[src/rtl/serial_sub_pkg.sv]
// Shared types and limits for the bit-serial subtractor.
package serial_sub_pkg;

  typedef enum logic [1:0] {
    IDLE = 2'd0,
    RUN  = 2'd1,
    DONE = 2'd2
  } state_t;

  localparam int MAX_WIDTH = 32;

endpackage

[src/rtl/full_subtractor.sv]
// Single-bit full subtractor cell: computes x - y - bin.
// The difference bit comes out on d_o and the borrow on bout_o.
module full_subtractor
  import serial_sub_pkg::*;
(
  input  logic x_i,
  input  logic y_i,
  input  logic bin_i,
  output logic d_o,
  output logic bout_o
);

  // Difference bit is odd parity. A borrow is produced when y exceeds x,
  // or when x equals y and a borrow is already pending.
  assign d_o    = x_i ^ y_i ^ bin_i;
  assign bout_o = (~x_i & y_i) | (~(x_i ^ y_i) & bin_i);

endmodule

[src/rtl/serial_subtractor.sv]
// Bit-serial two's-complement subtractor (diff = a - b), LSB first.
// Each operation takes one bit per clock and uses one shared full_subtractor
// cell together with a registered borrow.
module serial_subtractor
  import serial_sub_pkg::*;
#(
  parameter int WIDTH = 8
)
(
  input  logic             clk_i,
  input  logic             reset_i,
  input  logic             start_i,
  input  logic [WIDTH-1:0] a_i,
  input  logic [WIDTH-1:0] b_i,
  output logic             busy_o,
  output logic             done_o,
  output logic [WIDTH-1:0] diff_o,
  output logic             borrow_out_o,
  output logic             overflow_o
);

  localparam int             CntW    = $clog2(WIDTH);
  localparam logic [CntW-1:0] LastCnt = CntW'(WIDTH - 1);

  state_t            state_q, state_d;
  logic [WIDTH-1:0]  aSh_q, aSh_d;
  logic [WIDTH-1:0]  bSh_q, bSh_d;
  logic [WIDTH-1:0]  res_q, res_d;
  logic [WIDTH-1:0]  diff_q, diff_d;
  logic              borrow_q, borrow_d;
  logic              borrowOut_q, borrowOut_d;
  logic              overflow_q, overflow_d;
  logic              aMsb_q, aMsb_d;
  logic              bMsb_q, bMsb_d;
  logic [CntW-1:0]   cnt_q, cnt_d;
  logic              cellD;
  logic              cellBout;

  full_subtractor uCell (
    .x_i    (aSh_q[0]),
    .y_i    (bSh_q[0]),
    .bin_i  (borrow_q),
    .d_o    (cellD),
    .bout_o (cellBout)
  );

  // Next-state logic. Operands are captured only on a start accepted in IDLE.
  // The result is shifted in from the MSB while in RUN. The visible outputs
  // change only at the final RUN edge, so a partial result is never exposed.
  always_comb begin
    state_d     = state_q;
    aSh_d       = aSh_q;
    bSh_d       = bSh_q;
    res_d       = res_q;
    diff_d      = diff_q;
    borrow_d    = borrow_q;
    borrowOut_d = borrowOut_q;
    overflow_d  = overflow_q;
    aMsb_d      = aMsb_q;
    bMsb_d      = bMsb_q;
    cnt_d       = cnt_q;
    case (state_q)
      IDLE: begin
        if (start_i) begin
          aSh_d    = a_i;
          bSh_d    = b_i;
          res_d    = '0;
          borrow_d = 1'b0;
          cnt_d    = '0;
          aMsb_d   = a_i[WIDTH-1];
          bMsb_d   = b_i[WIDTH-1];
          state_d  = RUN;
        end
      end
      RUN: begin
        borrow_d = cellBout;
        res_d    = {cellD, res_q[WIDTH-1:1]};
        aSh_d    = {1'b0, aSh_q[WIDTH-1:1]};
        bSh_d    = {1'b0, bSh_q[WIDTH-1:1]};
        cnt_d    = cnt_q + CntW'(1);
        if (cnt_q == LastCnt) begin
          state_d     = DONE;
          diff_d      = {cellD, res_q[WIDTH-1:1]};
          borrowOut_d = cellBout;
          overflow_d  = (aMsb_q != bMsb_q) && (cellD != aMsb_q);
        end
      end
      DONE: begin
        state_d = IDLE;
      end
      default: begin
        state_d = IDLE;
      end
    endcase
  end

  // State register. Synchronous reset clears everything and aborts any
  // operation in progress.
  always_ff @(posedge clk_i) begin
    if (reset_i) begin
      state_q     <= IDLE;
      aSh_q       <= '0;
      bSh_q       <= '0;
      res_q       <= '0;
      diff_q      <= '0;
      borrow_q    <= 1'b0;
      borrowOut_q <= 1'b0;
      overflow_q  <= 1'b0;
      aMsb_q      <= 1'b0;
      bMsb_q      <= 1'b0;
      cnt_q       <= '0;
    end else begin
      state_q     <= state_d;
      aSh_q       <= aSh_d;
      bSh_q       <= bSh_d;
      res_q       <= res_d;
      diff_q      <= diff_d;
      borrow_q    <= borrow_d;
      borrowOut_q <= borrowOut_d;
      overflow_q  <= overflow_d;
      aMsb_q      <= aMsb_d;
      bMsb_q      <= bMsb_d;
      cnt_q       <= cnt_d;
    end
  end

  assign busy_o       = (state_q == RUN);
  assign done_o       = (state_q == DONE);
  assign diff_o       = diff_q;
  assign borrow_out_o = borrowOut_q;
  assign overflow_o   = overflow_q;

endmodule

[config.mk]
export PLATFORM = sky130hd
export DESIGN_NAME = serial_subtractor
export DESIGN_NICKNAME = d
export VERILOG_FILES = /design/src/rtl/serial_sub_pkg.sv /design/src/rtl/full_subtractor.sv /design/src/rtl/serial_subtractor.sv
export SDC_FILE = /design/constraint.sdc
export NUM_CORES = 1
export LEC_CHECK = 0
export BUFFER_PORTS_ARGS = -buffer_cell sky130_fd_sc_hd__buf_2
export CORE_ASPECT_RATIO = 1.75
export CORE_UTILIZATION = 45
export CTS_CLUSTER_SIZE = 16
export DETAILED_ROUTE_END_ITERATION = 16
export PLACE_DENSITY = 0.7
export SLEW_MARGIN = 20
export SYNTH_ARGS = -nofsm -noshare
export SYNTH_HDL_FRONTEND = slang
export SYNTH_HIERARCHICAL = 1
export SYNTH_SLANG_ARGS = --single-unit
[constraint.sdc]
create_clock -name clk_i -period 1.5 [get_ports clk_i]
set_input_delay 0.075 -clock clk_i [delete_from_list [all_inputs] [get_ports clk_i]]
set_output_delay 0.075 -clock clk_i [all_outputs]
set_load 0.02 [all_outputs]
==> out/qor.csv, run 1 <==
stage;metric;value;unit
power_and_ir_drop;VDD IR-drop max;0.686;mV
cts;number of H-tree levels;2;
timing;FMAX;0.722;GHz
cts;TritonCTS clock tree;built;
final_layout;area of all placed cells without fillers;2130;µm²
floorplan;total number of placement rows;30;
timing;Slew @ Worst Pin;457;ps
logic_synthesis;multiplexer area fraction after synthesis;7.85;%
cts;clk sink count;41;
floorplan;DIE HEIGHT;85.3;µm
status;status;finished clean;
setup_path;combined buffer and inverter count along the critical path;1;
routing;DR vias;1390;
cts;clock buffer count from CTS;5;
setup_path;Arr. time, crit path;1610;ps
setup_path;path length in cells of the critical path;5;
timing;final-report hold violation count;0;
place;placer's final routability congestion estimate;0.730;
logic_synthesis;distinct cell type count of the synthesized netlist;26;
routing;wire length after detailed routing;3390;µm
logic_synthesis;Synth Net Count;208;
global_route;vias in the first global route;1313;
cts;maximum clock insertion buffer count;2;
logic_synthesis;synthesis-stage register bit count;41;
final_layout;area growth from synthesis to layout;19.1;%
setup_path;Largest stage delay, worst path;570;ps
final_layout;commonest cells after routing, fill and taps aside;dfxtp_1, nor2_1, buf_2;
logic_synthesis;top cells by area in the synthesized netlist;dfxtp_1, a211oi_2, mux2i_1;
final_layout;fill cell total of the finished layout;380;
cts;clock-pin slew of the registers on the worst-case setup and hold paths;70;ps
logic_synthesis;number of warnings printed during yosys synthesis;6;
timing;Final Skew;7.03;ps
worst_hold_path;worst hold stages;3;
timing;share of the clock period used by the worst path after layout;92.3;%
final_layout;antenna diode instance count;0;
global_route;maximum number of pins on one net before global-route repair;24;
logic_synthesis;adder and majority gate portion of the synthesized area;2.52;%
place;HPWL after detailed placement;2400;µm
power_and_ir_drop;areal power density over the cells;1100;nW/µm²
global_route;GRT Resource Usage Total;18.4;%
routing;DR vias/cell;5.19;
setup_path;largest driver fanout on the critical path;4;
cts;Root Driver;clkbuf_8;
timing;crit path time final;1380;ps
logic_synthesis;Mapped Avg Cell Area;9.60;µm²
logic_synthesis;Post-Synth Simple-Gate Area;14.6;%
final_layout;Sequential Area;822;µm²
global_route;layer carrying the most global-route usage;met2;
global_route;number of antenna violations at the first check in global routing;0;
setup_path;required time worst endpoint;1730;ps
place;Placement Cell Area;1980;µm²
routing;DRT iter0 DRCs;21;
routing;remaining antenna violation count after routing;0;
logic_synthesis;sequential fraction of the synthesis area;46.0;%
routing;number of iterations in the first detailed-routing pass;3;
global_route;global-route wire length before repair;5820;µm
logic_synthesis;post-synthesis cell type with the largest combined area;dfxtp_1;
setup_path;crit end category;flip-flop;
final_layout;area of the multi-input gates;836;µm²
floorplan;initial core utilization;46.6;%
global_route;remaining global-route overflow;0;
timing;slew margin rel.;69.5;%
place;placed instance count;258;
final_layout;leading cell type in the layout, fill and taps excluded;dfxtp_1;
power_and_ir_drop;static leakage;0.894;nW
final_layout;number of nets in the final layout;241;
floorplan;Die W;49.6;µm
setup_path;type of the worst setup path;flip-flop to flip-flop;
floorplan;Floorplan Core Area;3830;µm²
cts;number of buffers inserted by hold repair at cts;0;
timing;final worst hold slack;40.3;ps
global_route;met2 Use GR;31.2;%
final_layout;layout cells sized above 1;31.4;%
cts;insertion delay of the later-clocked pin in the worst-skew pair;300;ps
timing;# setup viols final;0;
routing;# DRC;0;
power_and_ir_drop;overall power;0.00234;W
worst_hold_path;worst min-delay path category;primary input to flip-flop;
timing;Setup Total Neg Slack;0;ps
global_route;global routing usage on met3;5.56;%
flow_run;# Max-Cap Violations;0;
setup_path;number of cells on the worst reg-to-reg path;5;
logic_synthesis;Compound-Gate Fraction of Synth Area;21.1;%
timing;Slew Limit Fails;0;
setup_path;standard cell with the maximum stage delay on the critical path;fa_2;
floorplan;Die Area;4230;µm²
timing;unrepaired setup endpoints after global routing;no;
logic_synthesis;fraction of synthesized cell area taken by the top area cell type;46.0;%
logic_synthesis;Cells after Synth;186;
logic_synthesis;dominant combinational cell family by area after synthesis;compound AO/OA/AOI/OAI gates;
place;port buffer count;30;
setup_path;cell chain of the critical path;inv_1, fa_2, and3b_1, nor3_2, nor3_1;
routing;average wire per cell in the routed design;12.6;µm
final_layout;final non-filler cell total;268;
setup_path;top cell family by delay on the critical path;adder cells;
global_route;M1 GR Usage;19.5;%
logic_synthesis;post-synthesis xor/xnor area fraction;0;%
setup_path;startpoint kind of the worst setup timing path;flip-flop;
logic_synthesis;Post-Syn Area;1790;µm²
floorplan;I/O pin count;31;
tightest hold or removal path: stages:
cell	delay (ps)
buf_2	90
nand2_1	60
a21oi_1	60
cell usage after synthesis:
| cell | instances |
|---|---|
| a211oi_2 | 13 |
| buf_2 | 5 |
| nand2_1 | 10 |
| a22oi_1 | 10 |
| nor3b_1 | 2 |
| o21ai_0 | 2 |
| buf_6 | 5 |
| inv_1 | 7 |
| buf_1 | 1 |
| nor2_1 | 30 |
| buf_8 | 1 |
| o21ba_1 | 1 |
| fa_1 | 1 |
| ha_1 | 2 |
| nor2b_1 | 1 |
| nand3b_1 | 1 |
| dfxtp_1 | 41 |
| a21oi_1 | 17 |
| nor3_1 | 3 |
| mux2i_1 | 14 |
| clkbuf_1 | 4 |
| and3b_1 | 1 |
| o221a_2 | 2 |
| nand2b_1 | 3 |
| o21bai_2 | 1 |
| nand3_1 | 8 |
metrics by stage:
step / util [%] / setup WS, ps
after global routing: 55.5 / 27.8
after detailed placement: 51.7 / 61.8
after floorplan: - / 146
after global placement: 51.7 / 104
after CTS: 54.8 / 52.1
final: 55.5 / 115
registers in the layout, indices dropped and copies added, names as in the netlist:
| name | cells |
|---|---|
| aMsb_q | 1 |
| aSh_q | 8 |
| bMsb_q | 1 |
| bSh_q | 8 |
| borrow_out_o | 1 |
| borrow_q | 1 |
| cnt_q | 3 |
| diff_o | 8 |
| overflow_o | 1 |
| res_q | 7 |
| state_q | 2 |
cells by family after synthesis:
kind of cell,after synthesis
buffers and inverters,23
adder cells (fa/ha/maj),3
AND/OR/NAND/NOR,59
flip-flops,41
multiplexers,14
AO/OA/AOI/OAI,46
power breakdown:
group,switching [W],leakage (nW),internal [W],total [W]
clock,0.000362,0.0585,0.000542,0.000905
combinational,0.000143,0.499,0.000122,0.000265
sequential,0.0000293,0.336,0.00114,0.00117
total,0.000535,0.894,0.00180,0.00234
cell type report:
type / instances / area share, %
multi-input cells: 122 / 39.3
flip-flops and latches: 41 / 38.7
repair buffers: 42 / 12.5
clock buffers: 7 / 4.06
well taps: 48 / 2.83
clock inverters: 1 / 1.41
inverters: 7 / 1.24
final timing paths:
| path | start | endpoint | slack, ps |
|---|---|---|---|
| max | borrow_q | overflow_o | 120 |
| min | b_i[7] | bSh_q[7] | 40 |
| max reg2reg | borrow_q | overflow_o | 120 |
| min reg2reg | diff_o[2] | diff_o[2] | 450 |
per-layer routing:
layer	vias to the layer above	wire length [µm]
li1	709	-
met1	653	1380
met2	22	1790
met3	6	143
met4	0	82
met5	-	0
timing repair:
item	in CTS	in global routing
buffers inserted	0	2
gates resized for setup	0	4
endpoints found under the setup margin	0	2
No activity file was read; power rests on OpenSTA's default activity.
==> inputs of run 2 (changes only) <==
- CORE_ASPECT_RATIO: 1.75 -> not set
==> run 2 against run 1 <==
Flip-flop and latch count is the same. Total power is 0.97% higher. Final area grew 0.71%. Global-route usage down 0.081 points. Hold slack better by 13 ps. Critical path depth unchanged. Cell count unchanged. Maximum frequency decreased by 2.0%. Sequential power hardly changed. Critical path type unchanged.
==> out/qor.csv, run 2 (synthesis results as in run 1) <==
stage;metric;value;unit
routing;remaining antenna violation count after routing;0;
cts;clk sink count;41;
place;HPWL after detailed placement;2230;µm
final_layout;commonest cells after routing, fill and taps aside;dfxtp_1, nor2_1, buf_2;
timing;final worst hold slack;53.2;ps
timing;slew margin rel.;69.8;%
timing;crit path time final;1410;ps
floorplan;Die Area;4220;µm²
cts;number of H-tree levels;2;
routing;wire length after detailed routing;3300;µm
timing;Slew Limit Fails;0;
routing;# DRC;0;
global_route;met2 Use GR;29.8;%
timing;FMAX;0.708;GHz
power_and_ir_drop;overall power;0.00236;W
cts;Root Driver;clkbuf_8;
global_route;GRT Resource Usage Total;18.3;%
power_and_ir_drop;switching power as a share of total power;23.3;%
timing;# setup viols final;0;
global_route;global-route wire length before repair;5810;µm
setup_path;startpoint kind of the worst setup timing path;flip-flop;
routing;number of iterations in the first detailed-routing pass;4;
final_layout;number of nets in the final layout;241;
global_route;maximum number of pins on one net before global-route repair;23;
global_route;global routing usage on met3;5.46;%
power_and_ir_drop;portion of total power attributed to the clock network;38.7;%
final_layout;area of the multi-input gates;833;µm²
final_layout;fill cell total of the finished layout;346;
routing;average wire per cell in the routed design;12.3;µm
global_route;vias in the first global route;1362;
timing;Slew @ Worst Pin;453;ps
power_and_ir_drop;static leakage;0.898;nW
power_and_ir_drop;internal power component;0.00181;W
cts;clock-pin slew of the registers on the worst-case setup and hold paths;80;ps
floorplan;DIE HEIGHT;65.0;µm
floorplan;initial core utilization;47.7;%
timing;Final Skew;4.01;ps
final_layout;leading cell type in the layout, fill and taps excluded;dfxtp_1;
power_and_ir_drop;part of the total power dissipated in combinational logic;11.8;%
routing;DR vias;1378;
cts;maximum clock insertion buffer count;2;
cts;TritonCTS clock tree;built;
routing;DR vias/cell;5.14;
final_layout;area growth from synthesis to layout;19.9;%
power_and_ir_drop;areal power density over the cells;1100;nW/µm²
status;status;finished clean;
worst_hold_path;worst min-delay path category;primary input to flip-flop;
floorplan;Floorplan Core Area;3740;µm²
final_layout;Sequential Area;823;µm²
floorplan;I/O pin count;31;
timing;final-report hold violation count;0;
power_and_ir_drop;VDD IR-drop max;0.710;mV
final_layout;final standard cell utilization of the core;57.2;%
place;placer's final routability congestion estimate;0.689;
routing;DRT iter0 DRCs;55;
global_route;layer carrying the most global-route usage;met2;
floorplan;total number of placement rows;22;
global_route;number of antenna violations at the first check in global routing;0;
cts;number of buffers inserted by hold repair at cts;0;
global_route;M1 GR Usage;21.6;%
timing;Setup Total Neg Slack;0;ps
setup_path;Arr. time, crit path;1580;ps
cts;clock buffer count from CTS;5;
global_route;remaining global-route overflow;0;
timing;share of the clock period used by the worst path after layout;94.2;%
place;port buffer count;30;
floorplan;Die W;65.0;µm
setup_path;crit end category;flip-flop;
cts;insertion delay of the later-clocked pin in the worst-skew pair;290;ps
flow_run;# Max-Cap Violations;0;
power_and_ir_drop;Switch Pwr;0.000549;W
setup_path;largest driver fanout on the critical path;4;
setup_path;type of the worst setup path;flip-flop to flip-flop;
final_layout;antenna diode instance count;0;
final_layout;layout cells sized above 1;31.8;%
setup_path;required time worst endpoint;1670;ps
power_and_ir_drop;fraction of power consumed by sequential logic;49.6;%
-- run 2: final timing paths --
| path | start | depth (start not counted) | slack (ps) | end |
|---|---|---|---|---|
| hold reg to reg | diff_o[1] | 2 | 450 | diff_o[1] |
| setup / recovery | borrow_q | 5 | 90 | overflow_o |
| setup reg to reg | borrow_q | 5 | 90 | overflow_o |
| hold / removal | a_i[7] | 3 | 50 | aSh_q[7] |
-- run 2: worst max-delay path: stages, from the launching register on --
cell     delay (ps)
dfxtp_2         330
inv_1            50
fa_1            520
and3b_1         220
nor3_2          110
nor3_1           60
-- run 2: final cells by class --
cell class	count	share of cell area, %
Multi-Input combinational cell	122	38.9
Sequential cell	41	38.5
Timing Repair Buffer	42	13.0
Clock buffer	6	3.86
Tap cell	48	2.81
Clock inverter	2	1.75
Inverter	7	1.23
-- run 2: metal layers --
layer / routed length, µm / vias up / part of all wire (%)
met5: 0 / - / 0
met2: 1540 / 21 / 47
met1: 1580 / 644 / 48
li1: - / 708 / -
met3: 129 / 5 / 3.9
met4: 58 / 0 / 1.8
-- run 2: power by group through the flow --
| stage | Clock (W) | Sequential [W] | Combinational, W |
|---|---|---|---|
| 2_1_floorplan | 0 | 0.00118 | 0.000213 |
| 3_3_place_gp | 0 | 0.00119 | 0.000262 |
| 3_5_place_dp | 0 | 0.00119 | 0.000267 |
| 4_1_cts | 0.000940 | 0.00117 | 0.000268 |
| 5_1_grt | 0.000983 | 0.00118 | 0.000307 |
| 6_report | 0.000912 | 0.00117 | 0.000277 |
-- run 2: timing repair --
action / in CTS / in global routing
gates resized for setup: 0 / 4
endpoints found under the setup margin: 0 / 5
buffers inserted: 0 / 3
-- run 2: through the flow --
stage	worst slack, ps	instances	area, µm²
after global placement	97.5	257	1990
after floorplan	146	186	1790
after detailed placement	76.1	257	1990
final	86.8	268	2140
after CTS	30.2	265	2110
after global routing	-14.6	268	2140
==> inputs of run 3 (changes only) <==
- SETUP_SLACK_MARGIN: not set -> 0.1
==> run 3 against run 2 <==
Utilization up 0.94 points. First-iteration DRC count is 15% higher. Combinational power is 1% lower. Worst setup slack improved by 55 ps. Global-route usage grew 0.22 points. Hold slack worse by 0.51 ps. Maximum frequency rose by 4.0%. Register-to-register slack improved by 50 ps. Largest cell class unchanged. Highest routed layer unchanged.
==> out/qor.csv, run 3 (synthesis results as in run 1) <==
stage;metric;value;unit
global_route;remaining global-route overflow;0;
final_layout;antenna diode instance count;0;
floorplan;Die Area;4220;µm²
place;port buffer count;30;
status;status;finished clean;
setup_path;required time worst endpoint;1670;ps
cts;number of H-tree levels;2;
power_and_ir_drop;areal power density over the cells;1080;nW/µm²
setup_path;Reg-to-Reg Start;borrow_q;
cts;maximum clock insertion buffer count;2;
final_layout;leading cell type in the layout, fill and taps excluded;dfxtp_1;
routing;number of iterations in the first detailed-routing pass;4;
final_layout;area growth from synthesis to layout;21.9;%
timing;Final Skew;3.69;ps
routing;wire length after detailed routing;3320;µm
timing;share of the clock period used by the worst path after layout;90.6;%
worst_hold_path;hold path startpoint;a_i[7];
timing;FMAX;0.736;GHz
timing;crit path time final;1360;ps
setup_path;Arr. time, crit path;1530;ps
global_route;GRT Resource Usage Total;18.5;%
timing;Setup Total Neg Slack;0;ps
timing;post-layout worst setup margin;142;ps
timing;# setup viols final;0;
floorplan;total number of placement rows;22;
setup_path;number of cells on the worst reg-to-reg path;5;
routing;# DRC;0;
timing;Slew @ Worst Pin;466;ps
power_and_ir_drop;overall power;0.00236;W
routing;remaining antenna violation count after routing;0;
power_and_ir_drop;VDD IR-drop max;0.710;mV
cts;clock buffer count from CTS;5;
place;HPWL after detailed placement;2230;µm
cts;Root Driver;clkbuf_8;
global_route;vias in the first global route;1371;
final_layout;number of nets in the final layout;241;
floorplan;Die W;65.0;µm
cts;number of buffers inserted by hold repair at cts;0;
cts;clock-pin slew of the registers on the worst-case setup and hold paths;80;ps
final_layout;commonest cells after routing, fill and taps aside;dfxtp_1, nor2_1, buf_2;
routing;DR vias;1376;
floorplan;I/O pin count;31;
setup_path;startpoint kind of the worst setup timing path;flip-flop;
cts;insertion delay of the later-clocked pin in the worst-skew pair;290;ps
setup_path;type of the worst setup path;flip-flop to flip-flop;
place;placer's final routability congestion estimate;0.689;
power_and_ir_drop;static leakage;0.897;nW
cts;clk sink count;41;
worst_hold_path;worst min-delay path category;primary input to flip-flop;
timing;final-report hold violation count;0;
cts;TritonCTS clock tree;built;
setup_path;largest driver fanout on the critical path;4;
setup_path;CP Launch Point;borrow_q;
final_layout;final standard cell utilization of the core;58.1;%
place;worst-case setup slack after placement;76.1;ps
global_route;number of antenna violations at the first check in global routing;0;
floorplan;Floorplan Core Area;3740;µm²
timing;unrepaired setup endpoints after global routing;yes;
global_route;global-route wire length before repair;5880;µm
routing;average wire per cell in the routed design;12.4;µm
timing;Slew Limit Fails;0;
floorplan;DIE HEIGHT;65.0;µm
floorplan;initial core utilization;47.7;%
final_layout;fill cell total of the finished layout;340;
final_layout;Sequential Area;825;µm²
global_route;maximum number of pins on one net before global-route repair;23;
routing;DR vias/cell;5.13;
final_layout;layout cells sized above 1;33.6;%
setup_path;crit end category;flip-flop;
final_layout;area of the multi-input gates;861;µm²
worst_hold_path;worst hold stages;3;
timing;slew margin rel.;68.9;%
routing;DRT iter0 DRCs;63;
flow_run;# Max-Cap Violations;0;
==> run 3: path summary, 6_finish.rpt <==
kind	slack, ps	end
max	140	overflow_o
min reg2reg	450	diff_o[1]
min	50	aMsb_q
max reg2reg	140	overflow_o
==> run 3: timing repair <==
action                     CTS  global route
setup endpoints to repair    2            14
resized for setup            1            11
pin swaps                    2             1
setup buffers                0             3
==> run 3: report_power, final <==
group | switching [W] | internal, W
logic | 0.000143 | 0.000130
clock network | 0.000371 | 0.000541
registers | 0.0000344 | 0.00114
==> run 3: cell type report <==
class                      instances  area share, %
tap                               48           2.76
multi-input combinational        122           39.6
clock buffer                       6           3.80
sequential                        41           37.9
inverter                           7           1.21
clock inverter                     2           1.73
timing repair buffer              42           13.1
==> run 3: per-layer routing <==
layer / up-vias / global-route usage (%) / share of wire, %
met1: 643 / 21.8 / 47
met3: 5 / 5.46 / 4.1
met4: 0 / 9.17 / 1.7
li1: 705 / - / -
met5: - / 0 / 0
met2: 23 / 30.3 / 47
==> run 3: worst max-delay path, cell delays in order (launching register included) <==
cell	delay [ps]
dfxtp_1	330
inv_1	60
fa_2	480
and3b_1	190
nor3_1	120
nor3_1	60
==> run 3: stage by stage <==
step                      hold WS, ps  instance area [µm²]  instances
after floorplan                   234                 1790        186
after global placement            363                 1990        257
after detailed placement          360                 1990        257
after CTS                        42.4                 2110        265
after global routing             69.5                 2180        268
final                            52.6                 2180        268
